==> config.mk <==
export PLATFORM = sky130hd
export DESIGN_NAME = dmem_arbiter
export DESIGN_NICKNAME = d
export VERILOG_FILES = /design/src/rtl/dmem_arbiter.sv
export SDC_FILE = /design/constraint.sdc
export NUM_CORES = 1
export LEC_CHECK = 0
export ABC_CLOCK_PERIOD_IN_PS = 2000
export CAP_MARGIN = 10
export CORE_MARGIN = 2
export CORE_UTILIZATION = 38
export DETAILED_ROUTE_END_ITERATION = 7
export PLACE_DENSITY = 0.82
export SETUP_SLACK_MARGIN = 0.5
export SLEW_MARGIN = 5
export SYNTH_ARGS = -nofsm -noshare
export SYNTH_HDL_FRONTEND = slang
export SYNTH_SLANG_ARGS = --single-unit
==> constraint.sdc <==
create_clock -name clk -period 2 [get_ports clk]
set_clock_uncertainty 0.2 [all_clocks]
set_input_delay 0.4 -clock clk [delete_from_list [all_inputs] [get_ports clk]]
set_output_delay 0.4 -clock clk [all_outputs]
set_load 0.1 [all_outputs]
==> src/rtl/dmem_arbiter.sv <==
// Shares the single-port data memory between the CPU MEM stage (port 0) and the NN accelerator (port 1).
// One access in flight at a time, fixed memory latency, CPU priority with a starvation escape.
module dmem_arbiter #(
  parameter int unsigned DATA_W     = 16,
  parameter int unsigned ADDR_W     = 16,
  parameter int unsigned MEM_LAT    = 1,
  parameter int unsigned STARVE_MAX = 4
) (
  input  logic              clk,
  input  logic              rst_n,
  input  logic              cpu_req,
  input  logic              cpu_we,
  input  logic [ADDR_W-1:0] cpu_addr,
  input  logic [DATA_W-1:0] cpu_wdata,
  output logic [DATA_W-1:0] cpu_rdata,
  output logic              cpu_done,
  output logic              cpu_stall,
  input  logic              acc_req,
  input  logic              acc_we,
  input  logic [ADDR_W-1:0] acc_addr,
  input  logic [DATA_W-1:0] acc_wdata,
  output logic [DATA_W-1:0] acc_rdata,
  output logic              acc_done,
  output logic              mem_en,
  output logic              mem_we,
  output logic [ADDR_W-1:0] mem_addr,
  output logic [DATA_W-1:0] mem_wdata,
  input  logic [DATA_W-1:0] mem_rdata,
  output logic              busy
);

  localparam int unsigned LAT_W = $clog2(MEM_LAT + 1);
  localparam int unsigned STV_W = $clog2(STARVE_MAX + 1);

  localparam logic [1:0] S_IDLE   = 2'd0;
  localparam logic [1:0] S_ACCESS = 2'd1;
  localparam logic [1:0] S_DONE   = 2'd2;

  logic [1:0]        r_state, w_state_nxt;
  logic [LAT_W-1:0]  r_lat_cnt, w_lat_nxt;
  logic              r_owner, w_owner_nxt;
  logic [STV_W-1:0]  r_starve, w_starve_nxt;
  logic              r_mem_en, w_mem_en_nxt;
  logic              r_mem_we, w_mem_we_nxt;
  logic [ADDR_W-1:0] r_mem_addr, w_mem_addr_nxt;
  logic [DATA_W-1:0] r_mem_wdata, w_mem_wdata_nxt;
  logic [DATA_W-1:0] r_cpu_rdata, w_cpu_rdata_nxt;
  logic [DATA_W-1:0] r_acc_rdata, w_acc_rdata_nxt;
  logic              r_cpu_done, w_cpu_done_nxt;
  logic              r_acc_done, w_acc_done_nxt;
  logic              w_grant_acc;

  // Accelerator wins when alone, or when the CPU has starved it for STARVE_MAX grants.
  assign w_grant_acc = acc_req & (~cpu_req | (r_starve == STV_W'(STARVE_MAX)));

  // Next-state and registered-output logic.
  always_comb begin
    w_state_nxt     = r_state;
    w_lat_nxt       = r_lat_cnt;
    w_owner_nxt     = r_owner;
    w_starve_nxt    = r_starve;
    w_mem_en_nxt    = 1'b0;
    w_mem_we_nxt    = r_mem_we;
    w_mem_addr_nxt  = r_mem_addr;
    w_mem_wdata_nxt = r_mem_wdata;
    w_cpu_rdata_nxt = r_cpu_rdata;
    w_acc_rdata_nxt = r_acc_rdata;
    w_cpu_done_nxt  = 1'b0;
    w_acc_done_nxt  = 1'b0;
    case (r_state)
      S_IDLE: begin
        if (cpu_req | acc_req) begin
          w_owner_nxt     = w_grant_acc;
          w_mem_en_nxt    = 1'b1;
          w_mem_we_nxt    = w_grant_acc ? acc_we    : cpu_we;
          w_mem_addr_nxt  = w_grant_acc ? acc_addr  : cpu_addr;
          w_mem_wdata_nxt = w_grant_acc ? acc_wdata : cpu_wdata;
          w_lat_nxt       = LAT_W'(MEM_LAT);
          w_state_nxt     = S_ACCESS;
          if (w_grant_acc) begin
            w_starve_nxt = '0;
          end else if (acc_req && (r_starve != STV_W'(STARVE_MAX))) begin
            w_starve_nxt = r_starve + STV_W'(1);
          end
        end
      end
      S_ACCESS: begin
        // Read data is sampled MEM_LAT cycles after the mem_en cycle.
        if (r_lat_cnt == '0) begin
          if (!r_mem_we) begin
            if (r_owner) w_acc_rdata_nxt = mem_rdata;
            else         w_cpu_rdata_nxt = mem_rdata;
          end
          w_cpu_done_nxt = ~r_owner;
          w_acc_done_nxt = r_owner;
          w_state_nxt    = S_DONE;
        end else begin
          w_lat_nxt = r_lat_cnt - LAT_W'(1);
        end
      end
      S_DONE:  w_state_nxt = S_IDLE;
      default: w_state_nxt = S_IDLE;
    endcase
  end

  always_ff @(posedge clk or negedge rst_n) begin
    if (!rst_n) begin
      r_state     <= S_IDLE;
      r_lat_cnt   <= '0;
      r_owner     <= 1'b0;
      r_starve    <= '0;
      r_mem_en    <= 1'b0;
      r_mem_we    <= 1'b0;
      r_mem_addr  <= '0;
      r_mem_wdata <= '0;
      r_cpu_rdata <= '0;
      r_acc_rdata <= '0;
      r_cpu_done  <= 1'b0;
      r_acc_done  <= 1'b0;
    end else begin
      r_state     <= w_state_nxt;
      r_lat_cnt   <= w_lat_nxt;
      r_owner     <= w_owner_nxt;
      r_starve    <= w_starve_nxt;
      r_mem_en    <= w_mem_en_nxt;
      r_mem_we    <= w_mem_we_nxt;
      r_mem_addr  <= w_mem_addr_nxt;
      r_mem_wdata <= w_mem_wdata_nxt;
      r_cpu_rdata <= w_cpu_rdata_nxt;
      r_acc_rdata <= w_acc_rdata_nxt;
      r_cpu_done  <= w_cpu_done_nxt;
      r_acc_done  <= w_acc_done_nxt;
    end
  end

  assign mem_en    = r_mem_en;
  assign mem_we    = r_mem_we;
  assign mem_addr  = r_mem_addr;
  assign mem_wdata = r_mem_wdata;
  assign cpu_rdata = r_cpu_rdata;
  assign acc_rdata = r_acc_rdata;
  assign cpu_done  = r_cpu_done;
  assign acc_done  = r_acc_done;
  // Stall drops in the done cycle so the pipeline advances exactly once.
  assign cpu_stall = cpu_req & ~r_cpu_done;
  assign busy      = (r_state != S_IDLE);

endmodule

Word level (Yosys, flattened, before mapping)

Index checks and enable logic that the tools add are counted.

Bitwise operators: 9
$add $sub $neg: 2
Multiplexer cells: 17
Eq/ne operators: 5
Reduce and logical (&&, ||, !) cells: 11

Operators with widths:

| operator                                                        | count |
|---|---|
| 16-bit two-way mux                                              | 2 |
| 1-bit two-way mux                                               | 9 |
| 4-bit AND reduction                                             | 2 |
| 3-bit two-way mux                                               | 2 |
| 2-bit AND reduction                                             | 3 |
| 2-bit nonzero test                                              | 3 |
| 1-bit inverter                                                  | 5 |
| 2-bit two-way mux                                               | 2 |
| 2-bit != test, second input constant                            | 2 |
| 2-bit one-hot mux with 2 select lines                           | 1 |
| 3-bit by 1-bit adder with 3-bit output, second input constant   | 1 |
| 3-bit == test, second input constant                            | 1 |
| 3-bit != test, second input constant                            | 1 |
| 3-bit AND reduction                                             | 1 |
| 1-bit AND                                                       | 2 |
| 2-bit by 1-bit == test with 1-bit output, second input constant | 1 |
| 2-bit zero test                                                 | 1 |
| 1-bit OR                                                        | 2 |
| 1-bit one-hot mux with 2 select lines                           | 1 |
| 1-bit logical AND                                               | 1 |
| 1-bit subtractor, second input constant                         | 1 |

Output and inout bits: 70
Register bits: 75
Input port bits: 86
Logic and storage cells: 56

Longest topological paths before layout

Gate-level depths: netlist of the first run.

Depth in word-level cells: 5
Mapped depth: 8
Gate-level depth less buffers: 5

Worst setup path before layout of the first run

Ideal clock, no wire load.

Kind: reg2out
Start: register r_cpu_done, in the netlist cpu_done
End: output port cpu_stall
Arrival time: 2.211 ns
Stages on the path, launching flop included: 2
Buffers on the path: 0
Path slack: -0.811 ns
Required time: 1.400 ns
Cells stage by stage: dfrtp_1 nor2b_1

Word-level cells in the longest chain between the ends: 2

RTL lines:

| what                   | line | text |
|---|---|---|
| from (decl)            | 49   | `logic r_cpu_done, w_cpu_done_nxt;` |
| from (signal assigned) | 131  | `r_cpu_done <= w_cpu_done_nxt;` |
| 1-bit inverter         | 145  | `assign cpu_stall = cpu_req & ~r_cpu_done;` |
| 1-bit AND              | 145  |  |
| to (decl)              | 17   | `output logic cpu_stall,` |

No other way between the ends.

Worst setup path in the final report of the first run

Start: register r_state[1]
End: register r_starve[0]

Word-level cells in the longest chain between the ends: 2

RTL lines:

| what                                 | line | text |
|---|---|---|
| from (decl)                          | 39   | `logic [1:0] r_state, w_state_nxt;` |
| from (signal assigned)               | 121  | `r_state <= w_state_nxt;` |
| 2-bit zero test                      | 70   | `case (r_state)` |
| 3-bit AND reduction (no source line) | -    |  |
| to (signal assigned)                 | 124  | `r_starve <= w_starve_nxt;` |
| to (decl)                            | 42   | `logic [STV_W-1:0] r_starve, w_starve_nxt;` |

No other way between the ends.
A chain may end at the register's enable or synchronous reset.

==> summary by stage, run 1 <==
Finish
The library cells used most frequently in the layout, excluding fill and tap cells, are clkdlybuf4s50_1 (82), buf_12 (80), dfrtp_1 (73), buf_4 (39), inv_1 (34). Summing all non-filler instances in the final layout gives an area of 6960 um2. The number of inserted diodes is 0.

The most common cell after layout, fill and taps aside is clkdlybuf4s50_1. The growth of design area from synthesis to finish is 104%. The proportion of layout cells with a drive suffix above 1 is 47.1%. The final-stage net count is 593.

Critical path
The signal on the critical path passes through buf_6 -> buf_4 -> buf_6 -> buf_6 -> or3b_4 -> mux2_4. In this run the worst path has a maximum fanout of 5. The highest-delay cell along the critical path is or3b_4. Tracing the worst setup path back leads to its startpoint at r_state[1]$_DFFE_PN0P_. The most frequent cell on the critical path is buf_6. Among cell families on the critical path, the largest total delay comes from buffers and inverters.

The reg-to-reg startpoint is r_state[1]$_DFFE_PN0P_. The number of buffers and inverters on the critical path is 4. For the worst setup path, the data required time is 2.03 ns.

Data arrives at the worst endpoint at 1.97 ns. STA classifies the critical path startpoint as a flip-flop. By startpoint and endpoint, the worst setup path is classified as flip-flop to flip-flop. STA classifies the critical path endpoint as a flip-flop. The slack of the worst reg-to-reg path is 0.07 ns. On the worst path, the slowest cell contributes a delay of 0.45 ns.

STA
The post-layout minimum cycle time is 1.93 ns. The number of hold violations in the final report was 0. Setup violations remaining at the end of the flow were counted as 0. The relative max-transition margin is 73.7%. The final cycle utilization of the critical path is 96.6%. The pin slew with the least headroom to its limit is 0.395 ns. The top achievable clock speed is 518 MHz. Setup repair after global routing could not meet its margin everywhere. The number of slew-limit violations in the final report is 0.

Global routing
The total overflow reported by the global router is 0. The number of antenna violations at the first check in global routing is 0. The first-pass GRT wire length is 18,100 um. The via count of the first global-routing pass was 3,409. The all-layer global routing usage is 23.8%. Entering global routing, the biggest net connects 76 pins.

Synth
Summing the sequential cell areas from Yosys gives 55.0% of the chip area. The synthesized instance count is 299. The synthesized design contains 75 register bits. The net count after synthesis is 387. The Yosys step of the flow raised 0 warnings.

The number of unique standard cell types used by synthesis is 29. In this run the cell area of the synthesized design comes to 3410 um2. Averaged over all synthesized cells, the footprint is 11.4 um2.

Place
Routability-driven placement finished with a final weighted congestion of 0.756. In this run the cell area measured after placement is 6100 um2. Once detailed placement completed, the half-perimeter wirelength came to 7470 um. The count of buffers from port buffering is 155.

Floorplanning
Measured along the y axis, the die boundary spans 98.8 um. For this configuration, the core starts out at a cell density of 39.2%. After floorplanning, the core was sized to cover 8720 um2. The die outline area is 9760 um2. The number of cell rows is 34. The die is 98.8 um wide. 156 I/O pins were placed.

CTS
TritonCTS built the clock tree. After clock tree synthesis, the clock-pin slew on the worst setup and hold paths is 0.10 ns. Clock latency on the worst-skew pair, taken at its later pin, is 0.35 ns. The count of H-tree levels built during CTS is 3. Buffers inserted during clock tree synthesis total 9. The maximum buffer depth of the clock tree is 2. The root buffer cell is clkbuf_8.

For this design, the sink count on the clock tree is 75.

Worst hold path
In this run the worst hold path is classified as input port to flip-flop. The worst hold path begins at cpu_req.

Route
The first-iteration detailed-routing DRC count is 206. The total number of vias is 3,353. The count of TritonRoute iterations in the first routing pass is 5. For this run, design rule violations remaining after detail routing come to 0. Once detail routing completed, the nets flagged for antenna violations numbered 0.

The per-cell via count in the routed design is 5.43. After detailed routing, the average wire length per cell comes to 20.5 um. The routed wire length is 12,700 um.

Job
The max-cap violation count is 0.

Run status
The flow ran to the end, and the final reports show no timing, DRC or antenna violations.
-- flip-flops by register name, summed over array words and instances (netlist names) --
name       cells
cpu_done       1
r_lat_cnt      1
mem_addr      16
cpu_rdata     16
acc_rdata     16
mem_we         1
r_state        2
mem_en         1
r_starve       3
acc_done       1
mem_wdata     16
r_owner        1
-- Yosys cell counts (all sizes together) --
cell / instances / area share (%)
clkbuf: 21 / 2.3
dfrtp: 75 / 55
inv: 38 / 4.2
nand2b: 1 / 0.18
or3b: 2 / 0.59
o21ai: 1 / 0.15
o2bb2ai: 1 / 0.26
a32o: 1 / 0.29
a22o: 2 / 0.51
ha: 2 / 0.73
o221ai: 33 / 8.5
nand4: 33 / 6.0
nand3b: 1 / 0.22
nor2: 4 / 0.44
a21bo: 1 / 0.29
or2: 1 / 0.18
nand3: 34 / 5.4
nor2b: 1 / 0.18
clkinv: 1 / 0.11
nor3: 1 / 0.48
nand2: 3 / 0.33
buf: 7 / 1.4
and2: 2 / 0.37
mux2: 33 / 12
-- worst paths after layout --
check,to,cells past startpoint
setup reg to reg,r_starve[0]$_DFFE_PN0P_,6
max in group asynchronous,mem_addr[0]$_DFFE_PN0P_,3
setup / recovery,r_starve[0]$_DFFE_PN0P_,6
hold / removal,r_starve[2]$_DFFE_PN0P_,2
min in group asynchronous,acc_rdata[4]$_DFFE_PN0P_,3
hold reg to reg,acc_rdata[10]$_DFFE_PN0P_,1
-- kinds of logic after synthesis --
kind of cell    count (synthesis)  synth area share [%]
simple gates                   83                  14.4
flops                          75                  55.0
buf+inv                        67                  7.99
mux                            33                  12.0
fa+ha+maj                       2                 0.733
compound gates                 39                  9.97
-- cell type report --
cell class	instances	area [um2]
fillers	469	1760
well taps	108	135
inverters	39	160
flip-flops and latches	75	1880
repair buffers	222	3010
clock inverters	6	71.3
clock buffers	10	138
multi-input cells	158	1560
-- routing by layer --
metal	vias up	GRT usage [%]	part of all wire [%]
li1	1503	-	-
met1	1683	27.5	38
met2	151	43.5	53
met3	16	5.53	6.8
met4	0	7.69	1.5
met5	-	0	0
-- per-stage QoR --
step | hold slack [ns] | setup slack [ns] | setup TNS [ns] | util [%] | instances
2_1_floorplan | -0.0956 | 0.0723 | 0 | - | 299
3_3_place_gp | 0.246 | -0.119 | -3.95 | 70.0 | 551
3_5_place_dp | 0.250 | -0.177 | -5.58 | 70.0 | 551
4_1_cts | 0.348 | 0.0874 | 0 | 78.0 | 605
5_1_grt | 0.388 | 0.0314 | 0 | 79.8 | 618
6_report | 0.360 | 0.0685 | 0 | 79.8 | 618
-- what timing repair did --
item | 4_1_cts | 5_1_grt
gates resized for setup | 25 | 9
endpoints found under the hold margin | 75 | 0
pin swaps | 12 | 12
gates cloned | 5 | 1
hold buffers | 1 | 0
setup buffers | 32 | 12
setup endpoints to repair | 140 | 142
Power of run 1 is left out: the tool's default activity adds up to more than one toggle a clock period on the data nets, which glitch-free logic cannot reach.
==> inputs of run 2 (changes only) <==
- TNS_END_PERCENT: unset -> 10
==> summary by stage, run 2 (synthesis gave the netlist of run 1 again) <==
Floorplanning
The initial cell density of the core is 39.2% (unchanged). The number of cell rows is 34 (unchanged). The die outline area is 9760 um2 (unchanged). The x dimension of the die was 98.8 um (unchanged). The placeable core region came to 8720 um2 (unchanged). The height of the die is 98.8 um (unchanged).

The count of boundary I/O pins is 156 (unchanged).

Route
The routed wire length is 9880 um (-22%). The count of TritonRoute iterations in the first routing pass was 4 (-1). The total number of vias came to 3,067 (-8.5%).

The DRC violation count after routing came to 0 (unchanged). The per-cell via count in the routed design came to 5.31 (-2.2%). The first-iteration detailed-routing DRC count is 148 (-28%).

The mean routed wirelength per cell is 17.1 um (-17%). The number of nets still failing antenna checks after routing was 0 (unchanged).

CTS
The TritonCTS clock tree is built. The count of H-tree levels built during CTS came to 3 (unchanged). The maximum buffer depth of the clock tree is 2 (unchanged). The root buffer cell is clkbuf_8. The register clock-pin slew on the reported worst setup and hold paths is 0.08 ns (-0.02 ns). The number of buffers added by the clock tree synthesis step is 9 (unchanged). The clock insertion delay at the later pin of the skew report came to 0.34 ns (about the same). The sink count of the clock tree is 75 (unchanged).

Global routing
The pin count of the biggest net entering global routing is 36 (-53%). The first-pass GRT wire length is 15,700 um (-13%). The all-layer global routing usage is 20.5% (-3.4 points).

The via count of the first global-routing pass is 3,109 (-8.8%). The number of antenna violations at the first check in global routing is 0 (unchanged). The total overflow reported by the global router is 0 (unchanged).

Finish
Compared with the post-synthesis result, the final layout area differs by 80.4%. The cell area after layout is 6160 um2 (-11%). Leaving out fill and tap cells, the most frequent cell in the layout is clkdlybuf4s50_1. The number of filler instances in the final layout is 640 (+36%). The filler-free cell count of the finished design is 578 (-6.5%).

Leaving out fill and tap cells, the most frequent cells in the layout are clkdlybuf4s50_1 (83), buf_12 (74), dfrtp_1 (73), inv_1 (36). The proportion of layout cells with a drive suffix above 1 is 33.6% (-13 points). The final-stage net count is 553 (-6.7%). The area of all sequential standard cells is 1880 um2 (unchanged). The number of inserted diodes is 0 (unchanged). The area occupied by multi-input gates was 1280 um2 (-18%). The final core area utilization is 70.6% (-9.2 points).

Critical path
The number of buffers and inverters on the critical path came to 3 (-1). The required time reported for the critical path endpoint is 1.40 ns (-0.63 ns). The largest fanout of any net on the critical path is 3 (-2).

The highest-delay cell along the critical path is dfrtp_1. The critical path start-end classification is flip-flop to output pin. The signal on the critical path passes through buf_6 -> nor2_4 -> clkinvlp_4 -> buf_12. The peak per-stage delay on the critical path was 0.40 ns (-0.05 ns).

The arrival time reported for the critical path endpoint is 1.30 ns (-0.67 ns). STA classifies the critical path endpoint as an output pin. The largest delay contributor family on the critical path is buffers and inverters. The startpoint kind of the worst setup timing path is a flip-flop.

STA
The number of slew-limit violations in the final report is 0 (unchanged). The final cycle utilization of the critical path is 95.2% (-1.4 points). The total setup violations reported at the end of the flow was 0 (unchanged). The pin slew with the least headroom to its limit is 0.445 ns (+0.0502 ns). The top achievable clock speed is 525 MHz (+1.5%). The relative max-transition margin is 70.3% (-3.3 points).

The post-route setup TNS is 0 ns (unchanged). The number of hold violations in the final report came to 0 (unchanged). The post-layout minimum cycle time came to 1.90 ns (-0.0280 ns). Setup repair after global routing could not meet its margin everywhere.

Run status
The flow ran to the end, and the final reports show no timing, DRC or antenna violations.

Place
The weighted congestion reported at the end of routability-driven placement was 0.816 (+7.8%). The area of placed instances is 5900 um2 (-3.3%). The count of buffers from port buffering is 155 (unchanged).

The final HPWL from detailed placement was 7550 um (+1.1%). The placed cell count is 556 (+0.91%).

Job
The max-cap violation count is 0 (unchanged).

Worst hold path
In this run the worst hold path is classified as input port to asynchronous set/reset pin.
==> run 2: cell types whose count changed in the layout (fill, tap and decap cells not counted), moves of 3 or more <==
cell      before  now
buf_12        80   74
buf_6         11    2
clkinv_2       0    3
o221ai_2      33    0
buf_4         39   22
o221ai_1       0   33
==> run 2: repair_timing <==
action | CTS | global route
hold endpoints to repair | 33 | 0
endpoints found under the setup margin | 140 | 140
hold buffers | 1 | 0
pin swaps | 1 | 1
setup buffers | 3 | 2
gates resized for setup | 3 | 1
==> run 2: layout make-up <==
class	instances	area share, %
Sequential cell	75	30.5
Timing Repair Buffer	183	40.9
Multi-Input combinational cell	157	20.8
Clock inverter	7	1.12
Clock buffer	9	2.01
Inverter	39	2.48
Tap cell	108	2.19
==> run 2: metrics by stage <==
step                setup slack, ns  hold WS [ns]
finish                       0.0965         0.337
global placement            -0.0330         0.171
CTS                          0.0853         0.330
floorplan                    0.0723       -0.0956
global route                 0.0408         0.327
detailed placement           -0.107         0.180
==> run 2: path summary, 6_finish.rpt <==
check / startpoint / end / slack (ns) / depth (start not counted)
min reg2reg: r_lat_cnt$_DFFE_PN0P_ / r_state[0]$_DFFE_PN0P_ / 0.35 / 2
max in group asynchronous: rst_n / cpu_rdata[2]$_DFFE_PN0P_ / 0.67 / 3
max reg2reg: r_state[1]$_DFFE_PN0P_ / cpu_rdata[3]$_DFFE_PN0P_ / 0.13 / 4
min in group clk: cpu_req / r_starve[2]$_DFFE_PN0P_ / 0.34 / 2
max: r_state[0]$_DFFE_PN0P_ / busy / 0.1 / 4
min: rst_n / cpu_rdata[15]$_DFFE_PN0P_ / 0.34 / 2
==> run 2: worst register-to-register path, stage by stage, from the launching register on <==
cell and delay (ns):
dfrtp_1 0.40, or3b_4 0.45, nor3_4 0.17, buf_12 0.18
mux2_2 0.35
==> run 2: layer usage <==
layer  routed length, um  global-route usage, %  vias up  share of wire [%]
met5                   0                      0        -                  0
met4                 147                   6.64        0                1.5
met3                 784                   5.60       13                7.9
met2                5000                   35.8      150                 51
met1                3950                   24.4     1479                 40
li1                    -                      -     1425                  -
Power of run 2 is left out for the same reason.
